==> config.mk <==
export PLATFORM = sky130hd
export DESIGN_NAME = display_scan_driver
export DESIGN_NICKNAME = d
export VERILOG_FILES = /design/src/rtl/display_pkg.sv /design/src/rtl/seg_encoder.sv /design/src/rtl/display_scan_driver.sv
export SDC_FILE = /design/constraint.sdc
export NUM_CORES = 1
export LEC_CHECK = 0
export CORE_UTILIZATION = 55
export DETAILED_ROUTE_END_ITERATION = 8
export PLACE_DENSITY = 0.75
export SYNTH_ARGS = -nofsm -noshare
export SYNTH_HDL_FRONTEND = slang
export SYNTH_SLANG_ARGS = --single-unit
==> constraint.sdc <==
create_clock -name clk -period 4.7 [get_ports clk]
set_input_delay 0.47 -clock clk [delete_from_list [all_inputs] [get_ports clk]]
set_output_delay 0.47 -clock clk [all_outputs]
set_load 0.03 [all_outputs]
==> src/rtl/display_pkg.sv <==
`default_nettype none
// ============================================================================
// Module   : display_pkg
// Purpose  : Shared types, glyph constants and blink helper for the
//            multiplexed 7-segment scan driver.
// Revision : 1.0 - initial release
// ============================================================================
package display_pkg;

    typedef logic [1:0] dig_idx_t;

    typedef struct packed {
        logic       valid;
        logic [2:0] code;
    } snap_t;

    // Active-low segment patterns, bit order {g,f,e,d,c,b,a}
    localparam logic [6:0] c_glyph_0     = 7'h40;
    localparam logic [6:0] c_glyph_1     = 7'h79;
    localparam logic [6:0] c_glyph_2     = 7'h24;
    localparam logic [6:0] c_glyph_3     = 7'h30;
    localparam logic [6:0] c_glyph_4     = 7'h19;
    localparam logic [6:0] c_glyph_5     = 7'h12;
    localparam logic [6:0] c_glyph_6     = 7'h02;
    localparam logic [6:0] c_glyph_7     = 7'h78;
    localparam logic [6:0] c_glyph_dash  = 7'h3F;
    localparam logic [6:0] c_glyph_a     = 7'h08;
    localparam logic [6:0] c_glyph_b     = 7'h03;
    localparam logic [6:0] c_glyph_blank = 7'h7F;

    localparam logic [2:0] c_blink_load  = 3'd4;

    // A fresh change always restarts the blink, even on a half-period edge.
    function automatic logic [2:0] blink_next(input logic       load,
                                              input logic       dec,
                                              input logic [2:0] cur);
        if (load) begin
            return c_blink_load;
        end
        if (dec && (cur != 3'd0)) begin
            return cur - 3'd1;
        end
        return cur;
    endfunction

endpackage
`default_nettype wire

==> src/rtl/seg_encoder.sv <==
`default_nettype none
// ============================================================================
// Module   : seg_encoder
// Purpose  : Maps a snapshotted {valid, code} plus blink phase to a glyph.
// Revision : 1.0 - initial release
// ============================================================================
module seg_encoder
    import display_pkg::*;
(
    input  logic       valid,
    input  logic [2:0] code,
    input  logic       blank,
    output logic [6:0] glyph
);

    logic [6:0] w_digit;

    always_comb begin
        w_digit = c_glyph_blank;
        case (code)
            3'd0:    w_digit = c_glyph_0;
            3'd1:    w_digit = c_glyph_1;
            3'd2:    w_digit = c_glyph_2;
            3'd3:    w_digit = c_glyph_3;
            3'd4:    w_digit = c_glyph_4;
            3'd5:    w_digit = c_glyph_5;
            3'd6:    w_digit = c_glyph_6;
            default: w_digit = c_glyph_7;
        endcase
    end

    // Blanking wins over the dash so an invalidation blinks like any change
    assign glyph = blank ? c_glyph_blank : (valid ? w_digit : c_glyph_dash);

endmodule
`default_nettype wire

==> src/rtl/display_scan_driver.sv <==
`default_nettype none
// ============================================================================
// Module   : display_scan_driver
// Purpose  : Drives a 4-digit common-anode display "A<code_a>b<code_b>" with
//            per-frame input snapshots and a double blink on code changes.
// Revision : 1.0 - initial release
// ============================================================================
module display_scan_driver
    import display_pkg::*;
#(
    parameter int SCAN_DIV  = 50000,
    parameter int GUARD     = 16,
    parameter int BLINK_DIV = 25
) (
    input  logic       clk,
    input  logic       reset_n,
    input  logic       enable,
    input  logic [2:0] code_a,
    input  logic       valid_a,
    input  logic [2:0] code_b,
    input  logic       valid_b,
    output logic [6:0] seg,
    output logic [3:0] dig_en,
    output logic       frame_tick
);

    localparam int SLOT_W  = $clog2(SCAN_DIV);
    localparam int FRAME_W = $clog2(BLINK_DIV + 1);

    localparam logic [SLOT_W-1:0]  c_slot_last  = SLOT_W'(SCAN_DIV - 1);
    localparam logic [SLOT_W-1:0]  c_guard      = SLOT_W'(GUARD);
    localparam logic [FRAME_W-1:0] c_frame_last = FRAME_W'(BLINK_DIV - 1);

    logic [SLOT_W-1:0]  r_slot_cnt;
    dig_idx_t           r_dig_idx;
    logic [FRAME_W-1:0] r_frame_cnt;
    snap_t              r_snap_a;
    snap_t              r_snap_b;
    logic [2:0]         r_blink_a;
    logic [2:0]         r_blink_b;

    logic               w_slot_wrap;
    logic               w_boundary;
    logic               w_half;
    logic [SLOT_W-1:0]  w_slot_nxt;
    dig_idx_t           w_dig_nxt;
    logic [FRAME_W-1:0] w_frame_nxt;
    snap_t              w_snap_a_in;
    snap_t              w_snap_b_in;
    snap_t              w_snap_a_nxt;
    snap_t              w_snap_b_nxt;
    logic [2:0]         w_blink_a_nxt;
    logic [2:0]         w_blink_b_nxt;
    logic [6:0]         w_glyph_a;
    logic [6:0]         w_glyph_b;
    logic [6:0]         w_glyph;
    logic               w_dark;
    logic [6:0]         w_seg_nxt;
    logic [3:0]         w_dig_en_nxt;

    assign w_slot_wrap = (r_slot_cnt == c_slot_last);
    assign w_boundary  = w_slot_wrap && (r_dig_idx == 2'd3);
    assign w_half      = w_boundary && (r_frame_cnt == c_frame_last);

    assign w_slot_nxt  = w_slot_wrap ? '0 : r_slot_cnt + 1'b1;
    assign w_dig_nxt   = w_slot_wrap ? r_dig_idx + 2'd1 : r_dig_idx;
    assign w_frame_nxt = !w_boundary ? r_frame_cnt :
                         (w_half ? '0 : r_frame_cnt + 1'b1);

    assign w_snap_a_in  = '{valid: valid_a, code: code_a};
    assign w_snap_b_in  = '{valid: valid_b, code: code_b};
    assign w_snap_a_nxt = w_boundary ? w_snap_a_in : r_snap_a;
    assign w_snap_b_nxt = w_boundary ? w_snap_b_in : r_snap_b;

    assign w_blink_a_nxt = blink_next(w_boundary && (w_snap_a_in != r_snap_a),
                                      w_half, r_blink_a);
    assign w_blink_b_nxt = blink_next(w_boundary && (w_snap_b_in != r_snap_b),
                                      w_half, r_blink_b);

    // Outputs are built from next-state values so they line up with the slot
    seg_encoder u_enc_a (
        .valid (w_snap_a_nxt.valid),
        .code  (w_snap_a_nxt.code),
        .blank (w_blink_a_nxt[0]),
        .glyph (w_glyph_a)
    );

    seg_encoder u_enc_b (
        .valid (w_snap_b_nxt.valid),
        .code  (w_snap_b_nxt.code),
        .blank (w_blink_b_nxt[0]),
        .glyph (w_glyph_b)
    );

    always_comb begin
        w_glyph = c_glyph_blank;
        case (w_dig_nxt)
            2'd0:    w_glyph = w_glyph_b;
            2'd1:    w_glyph = c_glyph_b;
            2'd2:    w_glyph = w_glyph_a;
            default: w_glyph = c_glyph_a;
        endcase
    end

    assign w_dark       = (w_slot_nxt < c_guard) || !enable;
    assign w_seg_nxt    = w_dark ? c_glyph_blank : w_glyph;
    assign w_dig_en_nxt = w_dark ? 4'hF : ~(4'b0001 << w_dig_nxt);

    always_ff @(posedge clk or negedge reset_n) begin
        if (!reset_n) begin
            r_slot_cnt  <= '0;
            r_dig_idx   <= '0;
            r_frame_cnt <= '0;
            r_snap_a    <= '0;
            r_snap_b    <= '0;
            r_blink_a   <= '0;
            r_blink_b   <= '0;
            seg         <= c_glyph_blank;
            dig_en      <= 4'hF;
            frame_tick  <= 1'b0;
        end else begin
            r_slot_cnt  <= w_slot_nxt;
            r_dig_idx   <= w_dig_nxt;
            r_frame_cnt <= w_frame_nxt;
            r_snap_a    <= w_snap_a_nxt;
            r_snap_b    <= w_snap_b_nxt;
            r_blink_a   <= w_blink_a_nxt;
            r_blink_b   <= w_blink_b_nxt;
            seg         <= w_seg_nxt;
            dig_en      <= w_dig_en_nxt;
            frame_tick  <= w_boundary;
        end
    end

endmodule
`default_nettype wire

==> flow_summary.toml <==
[run_status]
status = "finished, final reports clean"

[grt]
antenna_found_initial = 0
grt_pass1_vias = 2397
grtUsageTotal_pct = 23.3
grt_max_degree = 50
overflow = 0
grt_pass1_wl_um = 11200

[routing]
vias = 2503
wl_um = 6340
drc = 0
ant_nets = 0
post_drt_wl_per_cell_um = 14.8
first_pass_iters = 4
drt_iter0_drc = 183
via_per_inst = 5.83

[layout]
drive_gt1_share_pct = 10.9
area_growth_pct = 7.66
fillers = 479
fin_cells = 429
num_antenna_cells = 0
fin_nets = 375

[floorplan]
coreArea_um2 = 5570
die-height_um = 78.3
boundaryPins = 23
die_w_um = 78.3
die_area_um2 = 6130
start_util_pct = 57.4
rows = 27

[clocking]
max-clock-path-buffers = 2
cts_root_buf = "clkbuf_8"
cts_resized = 0
clk_pin_slew_ns = 0.09
cts_hold_buf = 0
htreeDepth = 2
clock-sinks = 49
cts_buffers = 5
clock_latency_ns = 0.30
tritoncts = "built"
post_cts_buffers = 0

[timing]
whs_ns = 0.257
hold_viol = 0
min_period_over_period_pct = 63.2
fin_tns_setup_ns = 0
rsz0062_at_grt = "no"
finClkSkew_ns = 0.00784
max_slew.worst_pin.slew_ns = 0.875
maxSlewViolCount = 0
maxSlewHeadroom_pct = 41.5
setup_viol = 0
fin_ws_ns = 1.73
min_period_ns = 2.97
fmax_ghz = 0.337

[logic_synthesis]
ys.flop_type = "dfrtp_1"
synth_area_um2 = 3200
ys_warn_count = 0
netlist.area_leader.share_pct = 29.7
synth_cell_types = 60
synth_nets = 371
seq_area_frac_synth_pct = 38.7
synth_edf_count = 0
synth-seq-cells = 49
synth_area_leaders = "dfrtp_1, dfstp_2, xnor2_1"
yosysTopAreaCell = "dfrtp_1"
avgSynthCellArea_um2 = 9.09
synthMostInstantiatedCell = "dfrtp_1"
synthArstFlopShare_pct = 100
ys_top_cells_by_count = "dfrtp_1, nand2_1, nor2_1, xnor2_1, nand3_1"
synthCells = 352

[setup_path]
worst-r2r-cell-count = 7
crit_path_start_kind = "flip-flop"
r2r-end = "seg[6]"
end_kind = "flip-flop"
r2r_setup_slack_ns = 1.73
r2r-start = "r_slot_cnt[0]"
required_ns = 4.92
path_max_fanout = 33
critPathArrivalTime_ns = 3.19
crit_type = "reg -> reg"

[placement]
place_inst = 421
dp.final_hpwl_um = 4560
gp_congestion = 0.838
post-place-ws_ns = 1.79
portBuffers = 22

[power_and_ir_drop]
combPwrFrac_pct = 9.9
seqPwrFrac_pct = 56.8
ir_drop_uv = 125
switching_share_pct = 24.0
powerDensity_nw_per_um2 = 223
p_switching_w = 0.000185
internal-power_w = 0.000584
p_leak_nw = 1.45
p_clk_share_pct = 33.3

[hold_path]
hp-class = "in -> async"

[job]
cap_violations = 0
[critical path, cell delays in order, from the launching register on]
cell and delay (ns):
dfrtp_1 0.45, ha_1 0.23, and3_1 0.33, nand4_2 0.74
or3b_1 0.63, o21ai_0 0.23, o21ai_0 0.13, o211ai_1 0.14
[per-stage QoR]
| stage | utilization, % | total power [W] | area [µm²] |
|---|---|---|---|
| floorplan | - | 0.000490 | 3200 |
| global placement | 60.2 | 0.000519 | 3360 |
| detailed placement | 60.2 | 0.000521 | 3360 |
| CTS | 61.8 | 0.000775 | 3450 |
| global route | 61.8 | 0.000800 | 3450 |
| finish | 61.8 | 0.000769 | 3450 |
[placed cells by master, fill, tap and decap left out, types with 2 or more instances in the layout]
cell and instances:
nand3_1 21, and4_1 2, nand2_1 33, buf_4 2, clkdlybuf4s50_1 21, xnor2_1 22, nor3b_1 2, nor2b_1 8
a31oi_1 5, o31ai_1 4, nor3_4 2, or3b_1 2, xor2_1 12, clkbuf_1 2, a21o_1 2, mux2_2 6
clkbuf_8 6, mux2i_1 5, or3_1 3, a21oi_1 9, o21ai_0 19, dfrtp_1 38, nand4_1 7, nor3_1 10
o211ai_1 11, nand2b_1 4, inv_1 17, and3_1 6, nor2_1 27, a211oi_1 2, ha_1 8, dfstp_2 11
[flip-flops by register name, summed over array words and instances (netlist names)]
name,cells
r_dig_idx,2
r_snap_a,4
seg,7
r_frame_cnt,5
r_blink_a,3
frame_tick,1
dig_en,4
r_blink_b,3
r_snap_b,4
r_slot_cnt,16
[worst max-delay path by stage]
stage | from | to | depth (start not counted)
3_5_place_dp | r_slot_cnt[0] | seg[6] | 7
2_1_floorplan | r_slot_cnt[0] | seg[2] | 10
6_report | r_slot_cnt[0] | seg[6] | 7
4_1_cts | r_slot_cnt[0] | seg[6] | 7
5_1_grt | r_slot_cnt[0] | seg[6] | 7
3_3_place_gp | r_slot_cnt[0] | seg[6] | 7
[cells by family (layout without fill, tap and decap cells)]
family / after synthesis / in the layout / share of synthesized area (%)
buf+inv: 44 / 49 / 7.15
fa+ha+maj: 8 / 8 / 3.13
compound gates: 64 / 64 / 13.2
mux: 12 / 12 / 4.10
xor+xnor: 34 / 34 / 9.30
simple gates: 141 / 141 / 24.4
flops: 49 / 49 / 38.7
[power by group through the flow]
stage	clock, W	combinational (W)	sequential (W)
floorplan	0	0.0000397	0.000450
global placement	0	0.0000748	0.000444
detailed placement	0	0.0000763	0.000445
CTS	0.000262	0.0000765	0.000437
global route	0.000278	0.0000843	0.000438
finish	0.000256	0.0000760	0.000437
[layer usage]
| metal | wire, µm | vias to the layer above | GRT usage (%) |
|---|---|---|---|
| met5 | 0 | - | 0 |
| met4 | 67 | 0 | 6.48 |
| met3 | 272 | 5 | 3.95 |
| met2 | 2940 | 63 | 38.0 |
| met1 | 3070 | 1205 | 32.0 |
| li1 | - | 1230 | - |
[layout make-up]
class	count	area [µm²]	share of cell area, %
Sequential cell	49	1240	36.0
Clock buffer	8	90.1	2.61
Tap cell	72	90.1	2.61
Timing Repair Buffer	24	230	6.68
Inverter	17	63.8	1.85
Multi-Input combinational cell	259	1730	50.3
Power figures use the tool's default switching activity.
